File: src/rtl/uart_tx_arbiter.sv
// Round-robin arbiter sharing one UART transmitter among NUM_REQ byte sources, with a load watchdog.
// Optional feature macro UART_ARB_LOCK_EN adds i_Lock so a locked owner streams bytes without re-arbitration.
module uart_tx_arbiter #(
    parameter int unsigned NUM_REQ     = 4,
    parameter int unsigned IDX_W       = 2,
    parameter int unsigned TIMEOUT_CYC = 4096
) (
    input  logic                 clk,
    input  logic                 reset_n,
    input  logic [NUM_REQ-1:0]   i_Req,
    input  logic [NUM_REQ*8-1:0] i_Byte,
`ifdef UART_ARB_LOCK_EN
    input  logic [NUM_REQ-1:0]   i_Lock,
`endif
    output logic [NUM_REQ-1:0]   o_Gnt,
    output logic [NUM_REQ-1:0]   o_Done,
    output logic                 o_Err,
    output logic                 o_Tx_Ready,
    output logic [7:0]           o_Tx_Byte,
    input  logic                 i_Tx_Active,
    input  logic                 i_Tx_Done,
    output logic                 o_Busy,
    output logic [IDX_W-1:0]     o_Owner
);

    localparam int unsigned      CNT_W    = (TIMEOUT_CYC > 0) ? $clog2(TIMEOUT_CYC + 1) : 1;
    localparam logic [CNT_W-1:0] CNT_LAST = CNT_W'(TIMEOUT_CYC - 1);
    localparam logic [CNT_W-1:0] CNT_SAT  = {CNT_W{1'b1}};
    localparam logic             WDOG_EN  = (TIMEOUT_CYC != 0);
    localparam logic [IDX_W-1:0] LAST_RST = IDX_W'(NUM_REQ - 1);

    typedef enum logic [1:0] {
        IDLE      = 2'd0,
        LOAD      = 2'd1,
        WAIT_DONE = 2'd2
    } state_t;

    state_t             state_q, state_d;
    logic [IDX_W-1:0]   last_q, last_d;
    logic [CNT_W-1:0]   cnt_q, cnt_d;
    logic [NUM_REQ-1:0] gnt_d, done_d;
    logic               err_d, tx_ready_d, busy_d;
    logic [7:0]         tx_byte_d;
    logic [IDX_W-1:0]   owner_d;

    logic               sel_vld;
    logic [IDX_W-1:0]   sel_idx;
    logic [NUM_REQ-1:0] sel_oh;
    logic [7:0]         sel_byte;
    logic [NUM_REQ-1:0] owner_oh;
`ifdef UART_ARB_LOCK_EN
    logic [7:0]         owner_byte;
    logic               owner_req;
    logic               owner_lock;
`endif

    // Round-robin pick: first request above last, otherwise first at or below last.
    always_comb begin
        sel_vld = 1'b0;
        sel_idx = last_q;
        for (int unsigned k = 0; k < NUM_REQ; k++) begin
            if (!sel_vld && i_Req[k] && (IDX_W'(k) > last_q)) begin
                sel_vld = 1'b1;
                sel_idx = IDX_W'(k);
            end
        end
        for (int unsigned k = 0; k < NUM_REQ; k++) begin
            if (!sel_vld && i_Req[k] && (IDX_W'(k) <= last_q)) begin
                sel_vld = 1'b1;
                sel_idx = IDX_W'(k);
            end
        end
    end

    // Decode selected and owning source into one-hot vectors and byte lanes.
    always_comb begin
        sel_oh   = '0;
        sel_byte = '0;
        owner_oh = '0;
`ifdef UART_ARB_LOCK_EN
        owner_byte = '0;
        owner_req  = 1'b0;
        owner_lock = 1'b0;
`endif
        for (int unsigned k = 0; k < NUM_REQ; k++) begin
            if (IDX_W'(k) == sel_idx) begin
                sel_oh[k] = 1'b1;
                sel_byte  = i_Byte[8*k +: 8];
            end
            if (IDX_W'(k) == o_Owner) begin
                owner_oh[k] = 1'b1;
`ifdef UART_ARB_LOCK_EN
                owner_byte = i_Byte[8*k +: 8];
                owner_req  = i_Req[k];
                owner_lock = i_Lock[k];
`endif
            end
        end
    end

    always_comb begin
        state_d    = state_q;
        last_d     = last_q;
        cnt_d      = cnt_q;
        gnt_d      = '0;
        done_d     = '0;
        err_d      = 1'b0;
        tx_ready_d = o_Tx_Ready;
        tx_byte_d  = o_Tx_Byte;
        owner_d    = o_Owner;

        unique case (state_q)
            IDLE: begin
                if (sel_vld) begin
                    gnt_d      = sel_oh;
                    tx_ready_d = 1'b1;
                    tx_byte_d  = sel_byte;
                    owner_d    = sel_idx;
                    last_d     = sel_idx;
                    cnt_d      = '0;
                    state_d    = LOAD;
                end
            end
            LOAD: begin
                cnt_d = (cnt_q == CNT_SAT) ? cnt_q : cnt_q + CNT_W'(1);
                if (i_Tx_Done) begin
                    tx_ready_d = 1'b0;
                    done_d     = owner_oh;
                    state_d    = IDLE;
`ifdef UART_ARB_LOCK_EN
                    if (owner_lock && owner_req) begin
                        gnt_d      = owner_oh;
                        tx_ready_d = 1'b1;
                        tx_byte_d  = owner_byte;
                        cnt_d      = '0;
                        state_d    = LOAD;
                    end
`endif
                end else if (i_Tx_Active) begin
                    tx_ready_d = 1'b0;
                    state_d    = WAIT_DONE;
                end else if (WDOG_EN && (cnt_q == CNT_LAST)) begin
                    // Transmitter never took the byte: reclaim it without a done.
                    tx_ready_d = 1'b0;
                    err_d      = 1'b1;
                    state_d    = IDLE;
                end
            end
            WAIT_DONE: begin
                if (i_Tx_Done) begin
                    done_d  = owner_oh;
                    state_d = IDLE;
`ifdef UART_ARB_LOCK_EN
                    if (owner_lock && owner_req) begin
                        gnt_d      = owner_oh;
                        tx_ready_d = 1'b1;
                        tx_byte_d  = owner_byte;
                        cnt_d      = '0;
                        state_d    = LOAD;
                    end
`endif
                end
            end
            default: state_d = IDLE;
        endcase

        busy_d = (state_d != IDLE);
    end

    always_ff @(posedge clk) begin
        if (!reset_n) begin
            state_q    <= IDLE;
            last_q     <= LAST_RST;
            cnt_q      <= '0;
            o_Gnt      <= '0;
            o_Done     <= '0;
            o_Err      <= 1'b0;
            o_Tx_Ready <= 1'b0;
            o_Tx_Byte  <= 8'h00;
            o_Busy     <= 1'b0;
            o_Owner    <= '0;
        end else begin
            state_q    <= state_d;
            last_q     <= last_d;
            cnt_q      <= cnt_d;
            o_Gnt      <= gnt_d;
            o_Done     <= done_d;
            o_Err      <= err_d;
            o_Tx_Ready <= tx_ready_d;
            o_Tx_Byte  <= tx_byte_d;
            o_Busy     <= busy_d;
            o_Owner    <= owner_d;
        end
    end

endmodule

File: config.mk
export PLATFORM = sky130hd
export DESIGN_NAME = uart_tx_arbiter
export DESIGN_NICKNAME = d
export VERILOG_FILES = /design/src/rtl/uart_tx_arbiter.sv
export SDC_FILE = /design/constraint.sdc
export NUM_CORES = 1
export LEC_CHECK = 0
export CAP_MARGIN = 40
export CORE_MARGIN = 5
export CORE_UTILIZATION = 50
export CTS_CLUSTER_DIAMETER = 120
export DETAILED_ROUTE_END_ITERATION = 16
export DONT_BUFFER_PORTS = 1
export GPL_TIMING_DRIVEN = 0
export SYNTH_ARGS = -nofsm -noshare
export SYNTH_HDL_FRONTEND = slang
export SYNTH_SLANG_ARGS = --single-unit
File: constraint.sdc
create_clock -name clk -period 2.28 [get_ports clk]
set_input_delay 0.114 -clock clk [delete_from_list [all_inputs] [get_ports clk]]
set_output_delay 0.114 -clock clk [all_outputs]
set_load 0.01 [all_outputs]
==> impl_summary.log, run 1 <==
INFO  metric status = completed
INFO  metric place_ws = 173 ps
INFO  metric drt-total-wl = around 4700 µm
INFO  metric static-leakage-power = between 0.7 and 0.8 nW
INFO  metric drt-vias-per-instance = 6.21
INFO  metric total_switching_power = 0.577 mW
INFO  metric synth-edff-count = 0
INFO  metric clock_insertion_delay_worst_skew = around 280 ps
INFO  metric num_io_pins = about 60
INFO  metric drive_above_1_share = a little under a tenth
INFO  metric rows = 22
INFO  metric endpoint_type_of_the_worst_setup_path = register
INFO  metric total_standard_cell_area_after_synthesis = around 0.0019 mm²
INFO  metric groute.layer.met2.usage = approximately a third
INFO  metric fill_cells = 347
INFO  metric layout.nets = approximately 270
INFO  metric layout_commonest_cell = sky130_fd_sc_hd__dfxtp_1
INFO  metric grt_util_all_layers = between 10% and 20%
INFO  metric synth_sequential_area_ratio = about two fifths
INFO  metric worst_r2r_endpoint = cnt_q[2]
INFO  metric setup_tns = 0 ps
INFO  metric maxCapViolations = 0
INFO  metric layout_cell_area_excl_fill = 0.00209 mm²
INFO  metric crit_path_start_kind = register
INFO  metric firstDrtPassIters = 4
INFO  metric worst-path-max-fanout = 10
INFO  metric die-area = roughly 0.0052 mm²
INFO  metric post_dp_cell_area = 0.00200 mm²
INFO  metric syn_avg_cell_area = between 8 and 9 µm²
INFO  metric chip_width = just over 70 µm
INFO  metric combinationalPowerShare = 25.8%
INFO  metric layout.area.seq = roughly 760 µm²
INFO  metric timing.fmax = roughly 0.49 GHz
INFO  metric instance_count_of_the_mapped_netlist = about 220
INFO  metric grt_first_pass_wirelength = roughly 7600 µm
INFO  metric gr-total-overflow = 0
INFO  metric worst_path_max_delay_cell = sky130_fd_sc_hd__dfxtp_1
INFO  metric timing.hold.worst_endpoint = o_Tx_Ready
INFO  metric drv_slew = 0
INFO  metric final_cell_mix = 38 x sky130_fd_sc_hd__dfxtp_1, 31 x sky130_fd_sc_hd__nor2_1, 13 x sky130_fd_sc_hd__nand3_1
INFO  metric final_ws_setup = 242 ps
INFO  metric grt_max_degree = 12
INFO  metric hpwlAfterDp = approximately 3600 µm
INFO  metric final.period_utilization = between 80% and 90%
INFO  metric io_buffer_count = 0
INFO  metric place.gp.congestion = 0.811
INFO  metric number_of_distinct_library_cells_after_synthesis = 44
INFO  metric wire_per_inst = approximately 17 µm
INFO  metric cts.sink_count = 38
INFO  metric antennaDiodeCount = 0
INFO  metric clk_pin_slew_worst_paths = 70 ps
INFO  metric cts_tree = done
INFO  metric timing.rr.start = state_q[0]
INFO  metric hold_path.class = in2reg
INFO  metric power_switching_share = between 30% and 40%
INFO  metric syn-num-nets = roughly 260
INFO  metric cts_made_buffers = 5
INFO  metric total_vias_in_the_final_route = 1701
INFO  metric clock-root-buffer = sky130_fd_sc_hd__clkbuf_8
INFO  metric ys_warn_count = 0
INFO  metric synth.ff_latch_count = 38
INFO  metric clock_network_fraction_of_design_power = around a quarter
INFO  metric timing.hold.worst.start = i_Tx_Active
INFO  metric worst_ir_drop_vdd = approximately 0.0004 V
INFO  metric detailed_router_s_first_iteration_violation_count = between 60 and 70
INFO  metric worstMarginPinSlew = 509 ps
INFO  metric multi_input_logic_area = approximately 0.0011 mm²
INFO  metric hold_depth = 3
INFO  metric setup.worst_path.class = reg2reg
INFO  metric route.detailed.drc = 0
INFO  metric h-tree-depth = 2
INFO  metric yosys_most_used_dff = sky130_fd_sc_hd__dfxtp_1
INFO  metric starting_density = a little over half
INFO  metric gr-usage-met1 = 20.3%
INFO  metric timing.critical_path.cells = inv_1 -> ha_1 -> o41a_1 -> buf_2 -> a21oi_4 -> buf_2 -> nor3b_1 -> xnor2_1 -> nor2_1
INFO  metric finalClockSkew = ~3.0 ps
INFO  metric fin_worst_hold_slack = ~33 ps
INFO  metric finalHoldViolations = 0
INFO  metric final.min_clock_period = just over 2000 ps
INFO  metric worstSetupStartpoint = state_q[0]
INFO  metric grt_setup_unrepaired = false
INFO  metric fin_total_pwr = 1.70 mW
INFO  metric detail-route-antenna-nets = 0
INFO  metric clockBufferDepth = 2
INFO  metric grt_antenna_before_repair = 0
INFO  metric top_usage_layer = met2
INFO  metric r2r_slack = ~240 ps
INFO  metric seqPwrFrac = 49.5%
INFO  metric max_stage_delay = 360 ps
INFO  metric cell_internal_pwr = approximately 1.1 mW
INFO  metric critical_path.most_common_cell = sky130_fd_sc_hd__buf_2
INFO  metric cp.required = roughly 2500 ps
INFO  metric grt_util_met3 = ~5.8%
INFO  metric core_area = roughly 0.0037 mm²
INFO  metric final-setup-viol-count = 0
INFO  metric reg2reg_depth = 9
INFO  metric flow.area_growth_from_synthesis = 7.62%
INFO  metric post_synth_arst_share = 0%
INFO  metric die_h = between 70 and 80 µm
INFO  metric critPathArrivalTime = roughly 2200 ps
INFO  metric vias_in_the_first_global_route = approximately 1700
INFO  metric slew_headroom = ~66%
INFO  metric p_per_area = ~810 mW/mm²
how the worst max path moves through the flow:
stage,depth (start not counted),end
floorplan,9,cnt_q[9]
CTS,7,cnt_q[2]
finish,9,cnt_q[2]
global route,9,cnt_q[2]
detailed placement,6,cnt_q[2]
global placement,7,cnt_q[5]
routing by layer:
| layer | up-vias | part of all wire (%) |
|---|---|---|
| li1 | 823 | - |
| met1 | 825 | 40 |
| met2 | 47 | 51 |
| met3 | 6 | 7.0 |
| met4 | 0 | 1.1 |
| met5 | - | 0 |
final cells by class:
| cell class | instances | share of cell area [%] |
|---|---|---|
| Buffer | 8 | 1.62 |
| Clock buffer | 5 | 3.30 |
| Clock inverter | 2 | 0.480 |
| Inverter | 6 | 1.08 |
| Multi-Input combinational cell | 167 | 54.2 |
| Sequential cell | 38 | 36.5 |
| Tap cell | 48 | 2.88 |
critical path, delay by kind of cell (launching register included):
family                     cells  cell delay [ps]
AOI/OAI and AO/OA              2              250
xor gates and xnor gates       1              170
adders and majority gates      1              290
buffers and inverters          3              520
DFF                            1              360
and+or+nand+nor                2              330
state kept, by name (all words and copies together) (netlist names):
| name | count |
|---|---|
| cnt_q | 13 |
| o_Tx_Byte | 8 |
| o_Done | 4 |
| o_Gnt | 4 |
| last_q | 2 |
| o_Owner | 2 |
| state_q | 2 |
| o_Busy | 1 |
| o_Err | 1 |
| o_Tx_Ready | 1 |
power by group through the flow:
stage,Combinational [mW],Clock [mW],Sequential (mW)
after CTS,0.439,0.442,0.842
after global routing,0.488,0.476,0.852
after global placement,0.427,0,0.853
after detailed placement,0.437,0,0.858
final,0.439,0.420,0.841
after floorplan,0.353,0,0.834
what timing repair did:
action                                  in CTS  in global routing
gates resized for setup                      0                  1
hold buffers                                 0                  0
endpoints found under the setup margin       0                  3
buffers inserted                             0                  0
synthesized netlist by cell type, types with 6 or more instances:
cell,count,area share (%)
sky130_fd_sc_hd__dfxtp_1,38,39
sky130_fd_sc_hd__a21oi_1,6,1.5
sky130_fd_sc_hd__nor4_1,6,1.9
sky130_fd_sc_hd__xnor2_1,10,4.5
sky130_fd_sc_hd__o21ai_0,8,2.1
sky130_fd_sc_hd__nand3_1,13,3.4
sky130_fd_sc_hd__nand4_1,6,1.9
sky130_fd_sc_hd__nor2_1,31,6.0
sky130_fd_sc_hd__nor3_1,9,2.3
sky130_fd_sc_hd__nand2_1,7,1.4
sky130_fd_sc_hd__nand2b_1,6,1.9
sky130_fd_sc_hd__inv_1,6,1.2
sky130_fd_sc_hd__mux2i_1,8,4.1
metrics by stage:
step / util (%) / cells
6_report: 56.1 / 274
5_1_grt: 56.1 / 274
4_1_cts: 55.9 / 274
3_5_place_dp: 53.8 / 267
3_3_place_gp: 53.8 / 267
2_1_floorplan: - / 219
kinds of logic after synthesis:
| family | share of synthesized area [%] |
|---|---|
| XOR/XNOR | 4.52 |
| buffers and inverters | 2.90 |
| AO/OA/AOI/OAI | 17.2 |
| flip-flops | 39.3 |
| adder cells (fa/ha/maj) | 3.23 |
| AND/OR/NAND/NOR | 26.4 |
| multiplexers | 6.46 |
Note: power is estimated with default switching activity, not from simulation.
==> run 2, diff against run 1 <==
--- a/config.mk
+++ b/config.mk
@@ -11,7 +11,6 @@
 export CTS_CLUSTER_DIAMETER = 120
 export DETAILED_ROUTE_END_ITERATION = 16
 export DONT_BUFFER_PORTS = 1
-export GPL_TIMING_DRIVEN = 0
 export SYNTH_ARGS = -nofsm -noshare
 export SYNTH_HDL_FRONTEND = slang
 export SYNTH_SLANG_ARGS = --single-unit
==> run 2 against run 1 <==
Fmax grew 7.6%. Utilization grew 0.74 points. Critical path type unchanged. Via count shrank 1.8%. Die area is the same. Global-route usage shrank 0.20 points. Worst setup slack gained 140 ps. Cell count shrank 0.73%. Largest power group unchanged. Clock skew grew 4.8 ps. Non-clock buffer count shrank 3. First-iteration DRC count grew 64%.
==> impl_summary.log, run 2 (synthesized netlist as in run 1, its figures left out) <==
INFO  metric status = completed
INFO  metric worst_r2r_endpoint = o_Tx_Byte[3]
INFO  metric worstMarginPinSlew = 631 ps (+123 ps)
INFO  metric drv_slew = 0 (unchanged)
INFO  metric top_usage_layer = met2
INFO  metric place.gp.congestion = 0.826 (+1.8%)
INFO  metric timing.hold.worst.start = i_Tx_Active
INFO  metric top_regs = cnt_q: 13 flops, o_Tx_Byte: 8 flops
INFO  metric final_cell_mix = 38 x sky130_fd_sc_hd__dfxtp_1, 31 x sky130_fd_sc_hd__nor2_1, 13 x sky130_fd_sc_hd__nand3_1
INFO  metric final-setup-viol-count = 0 (unchanged)
INFO  metric top_register = cnt_q
INFO  metric cts_tree = done
INFO  metric clock_insertion_delay_worst_skew = 290 ps (about the same)
INFO  metric total_vias_in_the_final_route = 1671 (-1.8%)
INFO  metric layout.nets = 268 (-1.1%)
INFO  metric max_stage_delay = 460 ps (+100 ps)
INFO  metric hold_path.class = in2reg
INFO  metric setup_tns = 0 ps (unchanged)
INFO  metric p_per_area = 862 mW/mm² (+5.8%)
INFO  metric finalHoldViolations = 0 (unchanged)
INFO  metric h-tree-depth = 2 (unchanged)
INFO  metric starting_density = 52.2% (unchanged)
INFO  metric firstDrtPassIters = 4 (unchanged)
INFO  metric r2r_slack = 390 ps (+140 ps)
INFO  metric cp.required = 2470 ps (+20 ps)
INFO  metric io_buffer_count = 0 (unchanged)
INFO  metric maxCapViolations = 0 (unchanged)
INFO  metric clockBufferDepth = 2 (unchanged)
INFO  metric worst_path_max_delay_cell = sky130_fd_sc_hd__dfxtp_1
INFO  metric timing.rr.start = last_q[1]
INFO  metric grt_antenna_before_repair = 0 (unchanged)
INFO  metric gr-total-overflow = 0 (unchanged)
INFO  metric drt-total-wl = 4650 µm (-0.53%)
INFO  metric finalClockSkew = 7.74 ps (+4.78 ps)
INFO  metric num_io_pins = 61 (unchanged)
INFO  metric detail-route-antenna-nets = 0 (unchanged)
INFO  metric cts.sink_count = 38 (unchanged)
INFO  metric postCtsSetupRepairBufs = 0 (unchanged)
INFO  metric clock-root-buffer = sky130_fd_sc_hd__clkbuf_8
INFO  metric vias_in_the_first_global_route = 1591 (-3.9%)
INFO  metric max_ffs_per_register = 13 (unchanged)
INFO  metric endpoint_type_of_the_worst_setup_path = register
INFO  metric timing.critical_path.cells = nand2_1 -> a21o_1 -> nand3_1 -> mux2_2 -> o311a_1
INFO  metric clk_pin_slew_worst_paths = 70 ps (about the same)
INFO  metric grt_max_degree = 20 (+8)
INFO  metric core_area = 0.00372 mm² (unchanged)
INFO  metric die_h = 72.3 µm (unchanged)
INFO  metric die-area = 0.00522 mm² (unchanged)
INFO  metric setup.worst_path.class = reg2reg
INFO  metric timing.fmax = 0.528 GHz (+7.6%)
INFO  metric hpwlAfterDp = 3500 µm (-3.0%)
INFO  metric chip_width = 72.3 µm (unchanged)
INFO  metric cts_made_buffers = 5 (unchanged)
INFO  metric grt_setup_unrepaired = false
INFO  metric worst_ir_drop_vdd = 0.000525 V (+34%)
INFO  metric grt_util_all_layers = 18.0% (-0.20 points)
INFO  metric flow.area_growth_from_synthesis = 9.04%
INFO  metric rows = 22 (unchanged)
INFO  metric gr-usage-met1 = 21.0% (+0.68 points)
INFO  metric hold_depth = 3 (unchanged)
INFO  metric layout_commonest_cell = sky130_fd_sc_hd__dfxtp_1
INFO  metric grt_first_pass_wirelength = 7540 µm (-0.72%)
INFO  metric final_core_util = 56.9% (+0.74 points)
INFO  metric drt-vias-per-instance = 6.14 (-1.0%)
INFO  metric timing.hold.worst_endpoint = o_Err
INFO  metric reg2reg_depth = 5 (-4)
INFO  metric grt_util_met3 = 5.26% (-0.55 points)
INFO  metric detailed_router_s_first_iteration_violation_count = 113 (+64%)
INFO  metric groute.layer.met2.usage = 29.2% (-2.5 points)
INFO  metric drive_above_1_share = 10.3% (+0.98 points)
INFO  metric crit_path_start_kind = register
INFO  metric wire_per_inst = 17.1 µm (+0.20%)
INFO  metric final.period_utilization = 83.0% (-6.3 points)
INFO  metric antennaDiodeCount = 0 (unchanged)
INFO  metric layout_cell_area_excl_fill = 0.00211 mm² (+1.3%)
INFO  metric static-leakage-power = 0.760 nW (+0.44%)
INFO  metric worst-path-max-fanout = 8 (-2)
INFO  metric critPathArrivalTime = 2080 ps (-120 ps)
INFO  metric final.min_clock_period = 1890 ps (-145 ps)
INFO  metric slew_headroom = 57.8% (-8.3 points)
INFO  metric post_dp_cell_area = 0.00199 mm² (-0.19%)
INFO  metric route.detailed.drc = 0 (unchanged)
[run 2: critical path: cells and delay by family, from the launching register on]
| kind | cells | cell delay [ps] |
|---|---|---|
| AND/OR/NAND/NOR | 2 | 410 |
| AO/OA/AOI/OAI | 2 | 540 |
| flip-flops | 1 | 460 |
| multiplexers | 1 | 390 |
[run 2: how the worst max path moves through the flow]
stage / from / end / slack, ps / depth (start not counted)
after floorplan: state_q[0] / cnt_q[9] / 540 / 9
after global placement: cnt_q[4] / o_Busy / 460 / 5
after detailed placement: last_q[1] / o_Tx_Byte[2] / 400 / 5
after CTS: last_q[1] / o_Tx_Byte[2] / 390 / 5
after global routing: last_q[1] / o_Tx_Byte[0] / 240 / 5
final: last_q[1] / o_Tx_Byte[3] / 390 / 5
[run 2: power by group]
group / internal (mW) / switching [mW] / leakage, nW / total, mW
combinational: 0.171 / 0.253 / 0.391 / 0.425
sequential: 0.742 / 0.100 / 0.311 / 0.843
clock: 0.322 / 0.233 / 0.0579 / 0.554
total: 1.24 / 0.586 / 0.760 / 1.82
[run 2: what timing repair did]
item | CTS | global route
resized for setup | 0 | 0
endpoints found under the setup margin | 0 | 0
hold endpoints to repair | 16 | 0
hold buffers | 1 | 0
[run 2: metal layers]
| metal | part of all wire (%) | vias to the layer above |
|---|---|---|
| met5 | 0 | - |
| li1 | - | 822 |
| met3 | 8.2 | 14 |
| met1 | 41 | 768 |
| met4 | 2.4 | 0 |
| met2 | 49 | 67 |
[run 2: cell type report]
class	count	area, µm²
flip-flops and latches	38	761
repair buffers	5	40.0
multi-input cells	167	1120
clock inverters	3	40.0
well taps	48	60.1
fillers	331	1600
clock buffers	5	68.8
inverters	6	22.5
[run 2: through the flow]
step / hold slack (ps) / setup WS (ps) / std cells / total power [mW]
after floorplan: 292 / 542 / 219 / 1.19
after global placement: 193 / 457 / 263 / 1.26
after detailed placement: 199 / 397 / 263 / 1.28
after CTS: 4.82 / 390 / 272 / 1.84
after global routing: 8.05 / 244 / 272 / 1.93
final: 11.9 / 387 / 272 / 1.82
==> run 3, diff against run 2 <==
--- a/config.mk
+++ b/config.mk
@@ -11,6 +11,7 @@
 export CTS_CLUSTER_DIAMETER = 120
 export DETAILED_ROUTE_END_ITERATION = 16
 export DONT_BUFFER_PORTS = 1
+export PLACE_DENSITY = 0.68
 export SYNTH_ARGS = -nofsm -noshare
 export SYNTH_HDL_FRONTEND = slang
 export SYNTH_SLANG_ARGS = --single-unit
==> constraint.sdc (replaced) <==
create_clock -name clk -period 1.5 [get_ports clk]
set_input_delay 0.075 -clock clk [delete_from_list [all_inputs] [get_ports clk]]
set_output_delay 0.075 -clock clk [all_outputs]
set_load 0.01 [all_outputs]
==> run 3 against run 2 <==
The flow now finishes with violations (negative setup slack). Fmax grew 15%. Routed wire length grew 55%. Critical path type unchanged. First-iteration DRC count increased by 86%. Clock-buffer cell count is 1 higher.
==> impl_summary.log, run 3 (synthesized netlist as in run 1, its figures left out) <==
INFO  metric max_stage_delay = 370 ps (-90 ps)
INFO  metric grt_antenna_before_repair = 0 (unchanged)
INFO  metric fill_cells = 179 (-46%)
INFO  metric layout.nets = 331 (+24%)
INFO  metric hold_path.class = in2reg
INFO  metric route.detailed.drc = 0 (unchanged)
INFO  metric grt_util_all_layers = 24.7% (+6.7 points)
INFO  metric core_area = 0.00372 mm² (unchanged)
INFO  metric critical_path.top_delay_family = flip-flops
INFO  metric finalHoldViolations = 0 (unchanged)
INFO  metric amount_of_wire_on_met3_after_detailed_routing = 416 µm (+9.2%)
INFO  metric final.min_clock_period = 1650 ps (-243 ps)
INFO  metric timing.hold.worst.start = i_Byte[30]
INFO  metric timing.hold.worst_endpoint = o_Tx_Byte[6]
INFO  metric clock_insertion_delay_worst_skew = 300 ps (about the same)
INFO  metric worstMarginPinSlew = 900 ps (+268 ps)
INFO  metric timing.critical_path.cells = inv_4 -> ha_4 -> o41a_1 -> a21oi_4 -> buf_6 -> nor4_4 -> xnor2_1 -> nor2_1
INFO  metric io_buffer_count = 0 (unchanged)
INFO  metric drt-total-wl = 7190 µm (+55%)
INFO  metric setup_tns = -2390 ps (-2390 ps)
INFO  metric antennaDiodeCount = 0 (unchanged)
INFO  metric chip_width = 72.3 µm (unchanged)
INFO  metric total_vias_in_the_final_route = 2067 (+24%)
INFO  metric worst_path_max_delay_cell = sky130_fd_sc_hd__dfxtp_4
INFO  metric total_switching_power = 1.25 mW (+110%)
INFO  metric endpoint_type_of_the_worst_setup_path = register
INFO  metric grt_max_degree = 20 (unchanged)
INFO  metric die-area = 0.00522 mm² (unchanged)
INFO  metric firstDrtPassIters = 4 (unchanged)
INFO  metric final_core_util = 84.8% (+28 points)
INFO  metric top_regs = cnt_q: 13 flops, o_Tx_Byte: 8 flops
INFO  metric crit_path_start_kind = register
INFO  metric hold_depth = 2 (-1)
INFO  metric final-setup-viol-count = 27 (+27)
INFO  metric die_h = 72.3 µm (unchanged)
INFO  metric clock-root-buffer = sky130_fd_sc_hd__clkbuf_8
INFO  metric wire_per_inst = 21.5 µm (+26%)
INFO  metric num_io_pins = 61 (unchanged)
INFO  metric detail-route-antenna-nets = 0 (unchanged)
INFO  metric maxCapViolations = 0 (unchanged)
INFO  metric reg2reg_depth = 8 (+3)
INFO  metric static-leakage-power = 1.21 nW (+59%)
INFO  metric cp.required = 1690 ps (-780 ps)
INFO  metric worst_ir_drop_vdd = 0.000983 V (+87%)
INFO  metric numPlacedInstances = 298 (+13%)
INFO  metric met1Wirelength = 2840 µm (+50%)
INFO  metric worst-path-max-fanout = 7 (-1)
INFO  metric grt_setup_unrepaired = true
INFO  metric clock_network_fraction_of_design_power = 21.7% (-8.7 points)
INFO  metric max_ffs_per_register = 13 (unchanged)
INFO  metric critPathArrivalTime = 1840 ps (-240 ps)
INFO  metric cts.sink_count = 38 (unchanged)
INFO  metric starting_density = 52.2% (unchanged)
INFO  metric final.period_utilization = 110% (+27 points)
INFO  metric fin_total_pwr = 3.49 mW (+91%)
INFO  metric status = finished with violations
INFO  metric slew_headroom = 39.8% (-18 points)
INFO  metric drt-vias-per-instance = 6.17 (+0.44%)
INFO  metric path_buf_inv = 2 (+2)
INFO  metric place.gp.congestion = 0.836 (+1.1%)
INFO  metric hpwlAfterDp = 3980 µm (+14%)
INFO  metric violated_checks = negative setup slack
INFO  metric rows = 22 (unchanged)
INFO  metric clockBufferDepth = 2 (unchanged)
INFO  metric gr-total-overflow = 0 (unchanged)
INFO  metric grt_first_pass_wirelength = 10100 µm (+34%)
INFO  metric finish.cell_count_without_fillers = 335 (+23%)
INFO  metric cts_made_buffers = 5 (unchanged)
INFO  metric setup.worst_path.class = reg2reg
INFO  metric h-tree-depth = 2 (unchanged)
INFO  metric seqPwrFrac = 37.3% (-9.0 points)
INFO  metric r2r_slack = -150 ps (-540 ps)
INFO  metric top_register = cnt_q
INFO  metric drive_above_1_share = 51.9% (+42 points)
INFO  metric cts_tree = done
INFO  metric combinationalPowerShare = 41.0% (+18 points)
INFO  metric drv_slew = 0 (unchanged)
INFO  metric timing.rr.start = state_q[0]
INFO  metric final_ws_setup = -150 ps (-537 ps)
INFO  metric layout_commonest_cell = sky130_fd_sc_hd__buf_4
INFO  metric p_per_area = 1110 mW/mm² (+28%)
INFO  metric met2_wire_length = 3740 µm (+65%)
INFO  metric worst_r2r_endpoint = cnt_q[8]
INFO  metric finalClockSkew = 6.96 ps (-0.774 ps)
INFO  metric final_cell_mix = 50 x sky130_fd_sc_hd__buf_4, 27 x sky130_fd_sc_hd__nor2_1, 26 x sky130_fd_sc_hd__dfxtp_1
INFO  metric vias_in_the_first_global_route = 2105 (+32%)
INFO  metric cell_internal_pwr = 2.23 mW (+81%)
INFO  metric timing.fmax = 0.606 GHz (+15%)
INFO  metric clk_pin_slew_worst_paths = 80 ps (about the same)
INFO  metric maxUsedRoutingLayer = met4
INFO  metric power_switching_share = 36.0% (+3.8 points)
INFO  metric flow.area_growth_from_synthesis = 62.6%
INFO  metric detailed_router_s_first_iteration_violation_count = 210 (+86%)
==> run 3: cell types whose count changed in the layout (fill, tap and decap cells not counted), moves of 5 or more <==
cell                      previous run  this run
sky130_fd_sc_hd__buf_4               4        50
sky130_fd_sc_hd__mux2i_1             8         3
sky130_fd_sc_hd__o21ai_0             8         2
sky130_fd_sc_hd__buf_6               0         7
sky130_fd_sc_hd__nor3_1              9         1
sky130_fd_sc_hd__nor4_4              0         5
sky130_fd_sc_hd__nand3_1            13         7
sky130_fd_sc_hd__nor3_2              0         5
sky130_fd_sc_hd__buf_12              0         5
sky130_fd_sc_hd__dfxtp_2             0         8
sky130_fd_sc_hd__dfxtp_1            38        26
sky130_fd_sc_hd__nor4_1              6         1
==> run 3: power groups by stage <==
stage          combinational, mW  sequential (mW)  clock (mW)
3_3_place_gp               0.854             1.30           0
5_1_grt                     1.52             1.32       0.807
3_5_place_dp               0.891             1.30           0
4_1_cts                     1.10             1.29       0.754
2_1_floorplan              0.620             1.28           0
6_report                    1.43             1.30       0.756
==> run 3: metrics by stage <==
| stage | worst slack, ps | hold slack, ps | area, µm² |
|---|---|---|---|
| 5_1_grt | -233 | 4.77 | 3150 |
| 3_5_place_dp | -247 | 167 | 2440 |
| 2_1_floorplan | -85.2 | 245 | 2100 |
| 6_report | -150 | 1.60 | 3150 |
| 3_3_place_gp | -133 | 159 | 2440 |
| 4_1_cts | -112 | 16.9 | 2820 |
==> run 3: area by class of cell <==
cell class	instances	area, µm²	area share [%]
clock buffer	6	82.6	2.62
clock inverter	2	12.5	0.397
inverter	6	27.5	0.873
multi-input combinational	168	1570	49.8
sequential	38	786	24.9
tap	48	60.1	1.91
timing repair buffer	67	614	19.5
==> run 3: how the worst max path moves through the flow <==
stage               startpoint           end  cells after the start
global route        state_q[0]      cnt_q[5]                      8
floorplan           state_q[1]      cnt_q[9]                      7
CTS                   cnt_q[7]    state_q[0]                      5
global placement     last_q[1]  o_Tx_Byte[0]                      5
finish              state_q[0]      cnt_q[8]                      8
detailed placement   last_q[1]  o_Tx_Byte[1]                      5
==> run 3: routing by layer <==
metal | vias up | global-route usage, %
met4 | 0 | 10.6
li1 | 945 | -
met1 | 1023 | 27.9
met2 | 82 | 43.7
met5 | - | 0
met3 | 17 | 5.96
==> run 3: timing repair <==
action / 4_1_cts / 5_1_grt
gates cloned: 1 / 2
resized for setup: 30 / 53
hold endpoints to repair: 21 / 0
hold buffers: 3 / 0
setup buffers: 17 / 8
setup endpoints to repair: 26 / 33
pin swaps: 12 / 14
